[src/rtl/fetch.sv]
// Instruction fetch stage: single-outstanding request to instruction memory,
// registered fetch-to-decode payload with a one-entry skid and redirect handling.
package fetch_pkg;
  typedef struct packed {
    logic        valid;
    logic [31:0] instruction;
    logic [31:0] pc_plus_4;
  } f_d_reg_t;
endpackage

module fetch
  import fetch_pkg::*;
#(
  parameter logic [31:0] RESET_PC = 32'hBFC0_0000
) (
  input  logic        clk,
  input  logic        reset,
  output logic        ireq_valid,
  output logic [31:0] ireq_addr,
  input  logic        iresp_valid,
  input  logic [31:0] iresp_data,
  input  logic        stall,
  input  logic        redirect_valid,
  input  logic [31:0] redirect_pc,
  output f_d_reg_t    f_d_reg
);

  typedef enum logic [1:0] {FETCH, HOLD, DROP} state_t;

  state_t      state, state_nx;
  logic [31:0] pc, pc_nx;
  logic [31:0] req_pc, req_pc_nx;
  f_d_reg_t    fd_nx;
  logic        skid_valid, skid_valid_nx;
  logic [31:0] skid_instr, skid_instr_nx;
  logic [31:0] skid_pc4, skid_pc4_nx;
  logic        writable;
  logic [31:0] pc_plus_4;

  assign writable   = !f_d_reg.valid || !stall;
  assign pc_plus_4  = pc + 32'd4;
  assign ireq_valid = !reset && (state != HOLD);
  // DROP keeps presenting the abandoned address until its response drains
  assign ireq_addr  = (state == DROP) ? req_pc : pc;

  always_comb begin
    state_nx      = state;
    pc_nx         = pc;
    req_pc_nx     = req_pc;
    fd_nx         = f_d_reg;
    skid_valid_nx = skid_valid;
    skid_instr_nx = skid_instr;
    skid_pc4_nx   = skid_pc4;
    if (!stall) fd_nx.valid = 1'b0;

    if (redirect_valid) begin
      fd_nx.valid   = 1'b0;
      skid_valid_nx = 1'b0;
      pc_nx         = redirect_pc;
      unique case (state)
        FETCH: if (!iresp_valid) begin
          req_pc_nx = pc;
          state_nx  = DROP;
        end
        HOLD:    state_nx = FETCH;
        DROP:    if (iresp_valid) state_nx = FETCH;
        default: state_nx = FETCH;
      endcase
    end else begin
      unique case (state)
        FETCH: if (iresp_valid) begin
          pc_nx = pc_plus_4;
          if (writable) begin
            fd_nx = '{valid: 1'b1, instruction: iresp_data, pc_plus_4: pc_plus_4};
          end else begin
            skid_valid_nx = 1'b1;
            skid_instr_nx = iresp_data;
            skid_pc4_nx   = pc_plus_4;
            state_nx      = HOLD;
          end
        end
        HOLD: if (!stall) begin
          fd_nx         = '{valid: skid_valid, instruction: skid_instr, pc_plus_4: skid_pc4};
          skid_valid_nx = 1'b0;
          state_nx      = FETCH;
        end
        DROP:    if (iresp_valid) state_nx = FETCH;
        default: state_nx = FETCH;
      endcase
    end
  end

  always_ff @(posedge clk or posedge reset) begin
    if (reset) begin
      state      <= FETCH;
      pc         <= RESET_PC;
      req_pc     <= RESET_PC;
      f_d_reg    <= '0;
      skid_valid <= 1'b0;
      skid_instr <= '0;
      skid_pc4   <= '0;
    end else begin
      state      <= state_nx;
      pc         <= pc_nx;
      req_pc     <= req_pc_nx;
      f_d_reg    <= fd_nx;
      skid_valid <= skid_valid_nx;
      skid_instr <= skid_instr_nx;
      skid_pc4   <= skid_pc4_nx;
    end
  end

endmodule

[config.mk]
export PLATFORM = sky130hd
export DESIGN_NAME = fetch
export DESIGN_NICKNAME = d
export VERILOG_FILES = /design/src/rtl/fetch.sv
export SDC_FILE = /design/constraint.sdc
export NUM_CORES = 1
export LEC_CHECK = 0
export BUFFER_PORTS_ARGS = -buffer_cell sky130_fd_sc_hd__buf_4
export CAP_MARGIN = 20
export CORE_MARGIN = 3
export CORE_UTILIZATION = 29
export CTS_BUF_LIST = sky130_fd_sc_hd__clkbuf_16
export DETAILED_ROUTE_END_ITERATION = 12
export SYNTH_ARGS = -nofsm -noshare
export SYNTH_HDL_FRONTEND = slang
export SYNTH_SLANG_ARGS = --single-unit
[constraint.sdc]
create_clock -name clk -period 11.7 [get_ports clk]
set_input_delay 2.34 -clock clk [delete_from_list [all_inputs] [get_ports clk]]
set_output_delay 2.34 -clock clk [all_outputs]
set_load 0.01 [all_outputs]
== Word-level counts from Yosys, hierarchy flattened ==
Cells that the tools add are included.

* Register bits after elaboration: 196
* Bits of input ports: 69
* Output and inout bits: 98
* Word-level logic and storage cells: 62

* Add/sub/neg operators: 1
* Eq/ne operators: 10
* Muxes and demuxes: 23
* Bitwise operators: 3
* Reductions and logical operators: 16

{| class="wikitable"
|+ Operator list
! kind !! number
|-
| $mux 65 || 3
|-
| $pmux 65 s2 || 1
|-
| $mux 32 || 4
|-
| $add 32x3->32 const B || 1
|-
| $mux 2 || 6
|-
| $ne 3x3->1 const B || 4
|-
| $reduce_and 4->1 || 3
|-
| $mux 1 || 6
|-
| $ne 2x2->1 const B || 3
|-
| $pmux 2 s3 || 1
|-
| $reduce_bool 2->1 || 3
|-
| $reduce_and 5->1 || 1
|-
| $pmux 2 s2 || 1
|-
| $logic_not 1->1 || 3
|-
| $not 1->1 || 3
|-
| $reduce_and 3->1 || 1
|-
| $reduce_bool 3->1 || 1
|-
| $eq 2x1->1 const B || 1
|-
| $eq 2x2->1 const B || 1
|-
| $logic_not 2->1 || 1
|-
| $ne 2x1->1 const B || 1
|-
| $pmux 1 s2 || 1
|-
| $reduce_and 2->1 || 1
|-
| $logic_and 1x1->1 || 1
|-
| $logic_or 1x1->1 || 1
|}

== Depth between registers and ports, before layout ==
* Depth in word-level cells: 6
* Mapped depth: 9
* Gate-level depth less buffers: 6

== Worst setup path before layout ==
No wires, ideal clock.

* Path kind: input port to output port
* Start point: input port reset
* End point: output port ireq_valid
* Arrival time: 2539 ps
* Data required time: 9360 ps
* Setup slack: 6821 ps
* Stages on the path: 1
* Buffers on the path: 0
* Cell sequence: a21oi_1

* Cells in the longest elaborated chain, start to end: 2

{| class="wikitable"
|+ Ends and longest elaborated chain
! element !! RTL line !! RTL
|-
| from (decl) || 17 || <nowiki>input logic reset,</nowiki>
|-
| $logic_not 1->1 (no line) || n/a ||
|-
| $logic_and 1x1->1 || 42 || <nowiki>assign ireq_valid = !reset && (state != HOLD);</nowiki>
|-
| to (decl) || 18 || <nowiki>output logic ireq_valid,</nowiki>
|}

Every way passes these cells.

== Final worst setup path ==
Same ends and word-level chain as after synthesis.

==> flow_metrics.env <==
export IMPL_pwr_share_seq_pct=48.6
export IMPL_area_growth_synth_to_final_pct=22.7
export IMPL_io_buffer_count=166
export IMPL_critPathTopFamily="buffers and inverters"
export IMPL_cts_inserted_buffers=17
export IMPL_combPwrFrac_pct=21.2
export IMPL_critPathMaxStageDelay_ps=140
export IMPL_slew_headroom_pct=40.4
export IMPL_multi_input_comb_area_um2=4020
export IMPL_globalplace_congestion=0.813
export IMPL_dominantRegCellSynth="dfrtp_1"
export IMPL_path_class_of_the_lowest_slack_min_delay_path="register to register"
export IMPL_period_needed_ps=5100
export IMPL_fin_setup_tns_ps=0
export IMPL_postSynthAreaPerCell_um2=9.83
export IMPL_root_buffer="clkbuf_16"
export IMPL_fillers=3073
export IMPL_synth_area_leaders="dfrtp_1 (48%), mux2_2 (8.1%), nand2_1 (7.7%)"
export IMPL_layout_cell_area_non_filler_um2=11400
export IMPL_crit_reg2reg_launch="state[0]"
export IMPL_cts_resized=0
export IMPL_cts_buffer_depth=2
export IMPL_clock_skew_final_ps=12.4
export IMPL_setup_violations=0
export IMPL_maxSlewViolCount=0
export IMPL_yosys_register_bits=196
export IMPL_synth_largest_area_cell="dfrtp_1"
export IMPL_drtAntennaViolNets=0
export IMPL_die_area_um2=34100
export IMPL_cts_hold_buf=0
export IMPL_fmaxAchievable_ghz=0.196
export IMPL_worst_path_setup_slack_after_routing_ps=6600
export IMPL_placeableCoreArea_um2=31000
export IMPL_final_seq_area_um2=4930
export IMPL_worst_setup_path_start_kind="primary input"
export IMPL_power_switching_share_pct=29.4
export IMPL_clk_pin_slew_ps=70
export IMPL_synth_yosys_warnings=0
export IMPL_floorplan_initialDensity_pct=29.9
export IMPL_pwr_density_cell_nw_per_um2=165
export IMPL_post_drt_wl_per_cell_um=17.6
export IMPL_cpMostUsedCell="buf_4"
export IMPL_cts_setup_buffers=0
export IMPL_die_y_um=185
export IMPL_power_share_clock_pct=30.2
export IMPL_slack_of_the_worst_reg_to_reg_path_ps=8930
export IMPL_synth_seq_area_share_pct=53.2
export IMPL_initialDrtViolationCount=459
export IMPL_min_delay_worst_endpoint="skid_instr[23]"
export IMPL_worst_r2r_path_depth=5
export IMPL_fp_row_count=64
export IMPL_crit_path_max_fanout=2
export IMPL_ir_worst_vdd_mv=0.103
export IMPL_path_cells="buf_4 > a21oi_1 > buf_4"
export IMPL_drt_pass1_iterations=5
export IMPL_post_place_ws_ps=6610
export IMPL_post_route_util_pct=36.7
export IMPL_globalRouteOverflowTotal=0
export IMPL_synthDistinctLibCells=45
export IMPL_synth_most_common_cell="nand2_1"
export IMPL_outcome="finished, final reports clean"
export IMPL_via_count_of_the_first_global_routing_pass=7143
export IMPL_num_io_pins=167
export IMPL_dr_total_vias=7234
export IMPL_cts_sinks=196
export IMPL_p_int_mw=1.33
export IMPL_detail_route_vias_per_cell=4.92
export IMPL_final_min_period_over_clock_period_pct=43.6
export IMPL_worst_slew_pin_transition_ps=894
export IMPL_finalNetCount=1132
export IMPL_maxCapViolations=0
export IMPL_synthArstFlopShare_pct=100
export IMPL_buffering_stage_count_on_the_worst_path_with_inverters_included=2
export IMPL_htreeDepth=4
export IMPL_dp_area_um2=10800
export IMPL_power_leakage_nw=5.03
export IMPL_proportion_of_layout_cells_with_a_drive_suffix_above_1_pct=28.4
export IMPL_dp_final_hpwl_um=17400
export IMPL_min_from="skid_instr[23]"
export IMPL_post_synth_top_area_fraction_pct=48.1
export IMPL_initial_antenna_violation_count=1
export IMPL_worst_ep_arrival_time_ps=2760
export IMPL_synth_edff_count=0
export IMPL_die_w_um=185
export IMPL_critical_path_slowest_cell="a21oi_1"
export IMPL_clk_latency_ps=440
export IMPL_largest_reg_flops=65
export IMPL_grt_pass1_wl_um=40700
export IMPL_final_hold_violation_count=0
export IMPL_worst_path_required_time_ps=9360
export IMPL_synth_cells=942
export IMPL_timing_critical_path_to_type="primary output"
export IMPL_synth_commonest_cells="nand2_1 (190), dfrtp_1 (178), nor2_1 (108)"
export IMPL_maximum_number_of_pins_on_one_net_before_global_route_repair=115
export IMPL_timing_hold_worst_path_depth=2
export IMPL_setup_worst_path_class="primary input to primary output"
export IMPL_syn_cell_area_um2=9260
export IMPL_worst_r2r_endpoint="skid_pc4[28]"
export IMPL_grtUsageTotal_pct=15.2
export IMPL_total_switching_power_mw=0.551
export IMPL_drc=0
export IMPL_design_power_total_mw=1.88
export IMPL_synth_fp_nets=1012
export IMPL_tritoncts="built"
export IMPL_wl_um=25900
export IMPL_grt_setup_unrepaired="false"
## routing by layer
layer	vias up	track usage, %	wire length (µm)
li1	3469	-	-
met1	3565	21.6	12200
met2	172	23.3	11900
met3	28	3.16	1280
met4	0	4.68	544
met5	-	0	0
## layout make-up
class | count | share of cell area, %
diodes | 1 | 0.0220
clock buffers | 17 | 3.74
clock inverters | 14 | 1.10
inverters | 3 | 0.165
multi-input cells | 666 | 35.3
flip-flops and latches | 196 | 43.4
well taps | 396 | 4.36
repair buffers | 178 | 11.9
## worst max path at each step
stage / from / end / cells after the start
2_1_floorplan: reset / f_d_reg[0] / 1
3_3_place_gp: reset / ireq_valid / 3
3_5_place_dp: reset / ireq_valid / 3
4_1_cts: reset / ireq_valid / 3
5_1_grt: reset / ireq_valid / 3
6_report: reset / ireq_valid / 3
## power groups by stage
stage / logic (mW) / clock network [mW] / registers (mW)
CTS: 0.407 / 0.580 / 0.914
floorplan: 0.221 / 0 / 0.911
global route: 0.447 / 0.605 / 0.933
global placement: 0.399 / 0 / 0.919
detailed placement: 0.405 / 0 / 0.927
finish: 0.399 / 0.567 / 0.913
## worst reg2reg max path: stages (launching register included)
cell	delay [ps]
dfrtp_1	560
or3b_1	750
or3_2	560
buf_4	410
nor3_1	310
nor2_1	60
## per-stage QoR
step                cells  hold slack, ps
finish               1471             476
global route         1471             498
CTS                  1469             480
detailed placement   1438             463
global placement     1438             455
floorplan             942             442
## logic make-up (layout without fill, tap and decap cells)
kind of cell	count (synthesis)	in the layout	synth area share [%]
buf+inv	80	212	3.80
mux	68	68	8.26
other cells	0	1	0
compound gates	156	156	10.6
simple gates	386	386	18.8
xor+xnor	55	55	5.20
fa+ha+maj	1	1	0.135
flops	196	196	53.2
## cells in the final DEF, fill, tap and decap left out, types with 10 or more instances in the layout
cell type,count
nand2_1,190
dfrtp_1,178
buf_4,177
nor2_1,107
mux2_2,67
o21ai_0,56
a221oi_1,38
xor2_1,32
a21oi_1,24
nand3_1,23
xnor2_1,23
dfstp_2,18
clkbuf_16,17
nand4_1,15
nor3_1,14
o22ai_1,12
o21ai_1,10
Note: power is estimated with default switching activity, not from simulation.
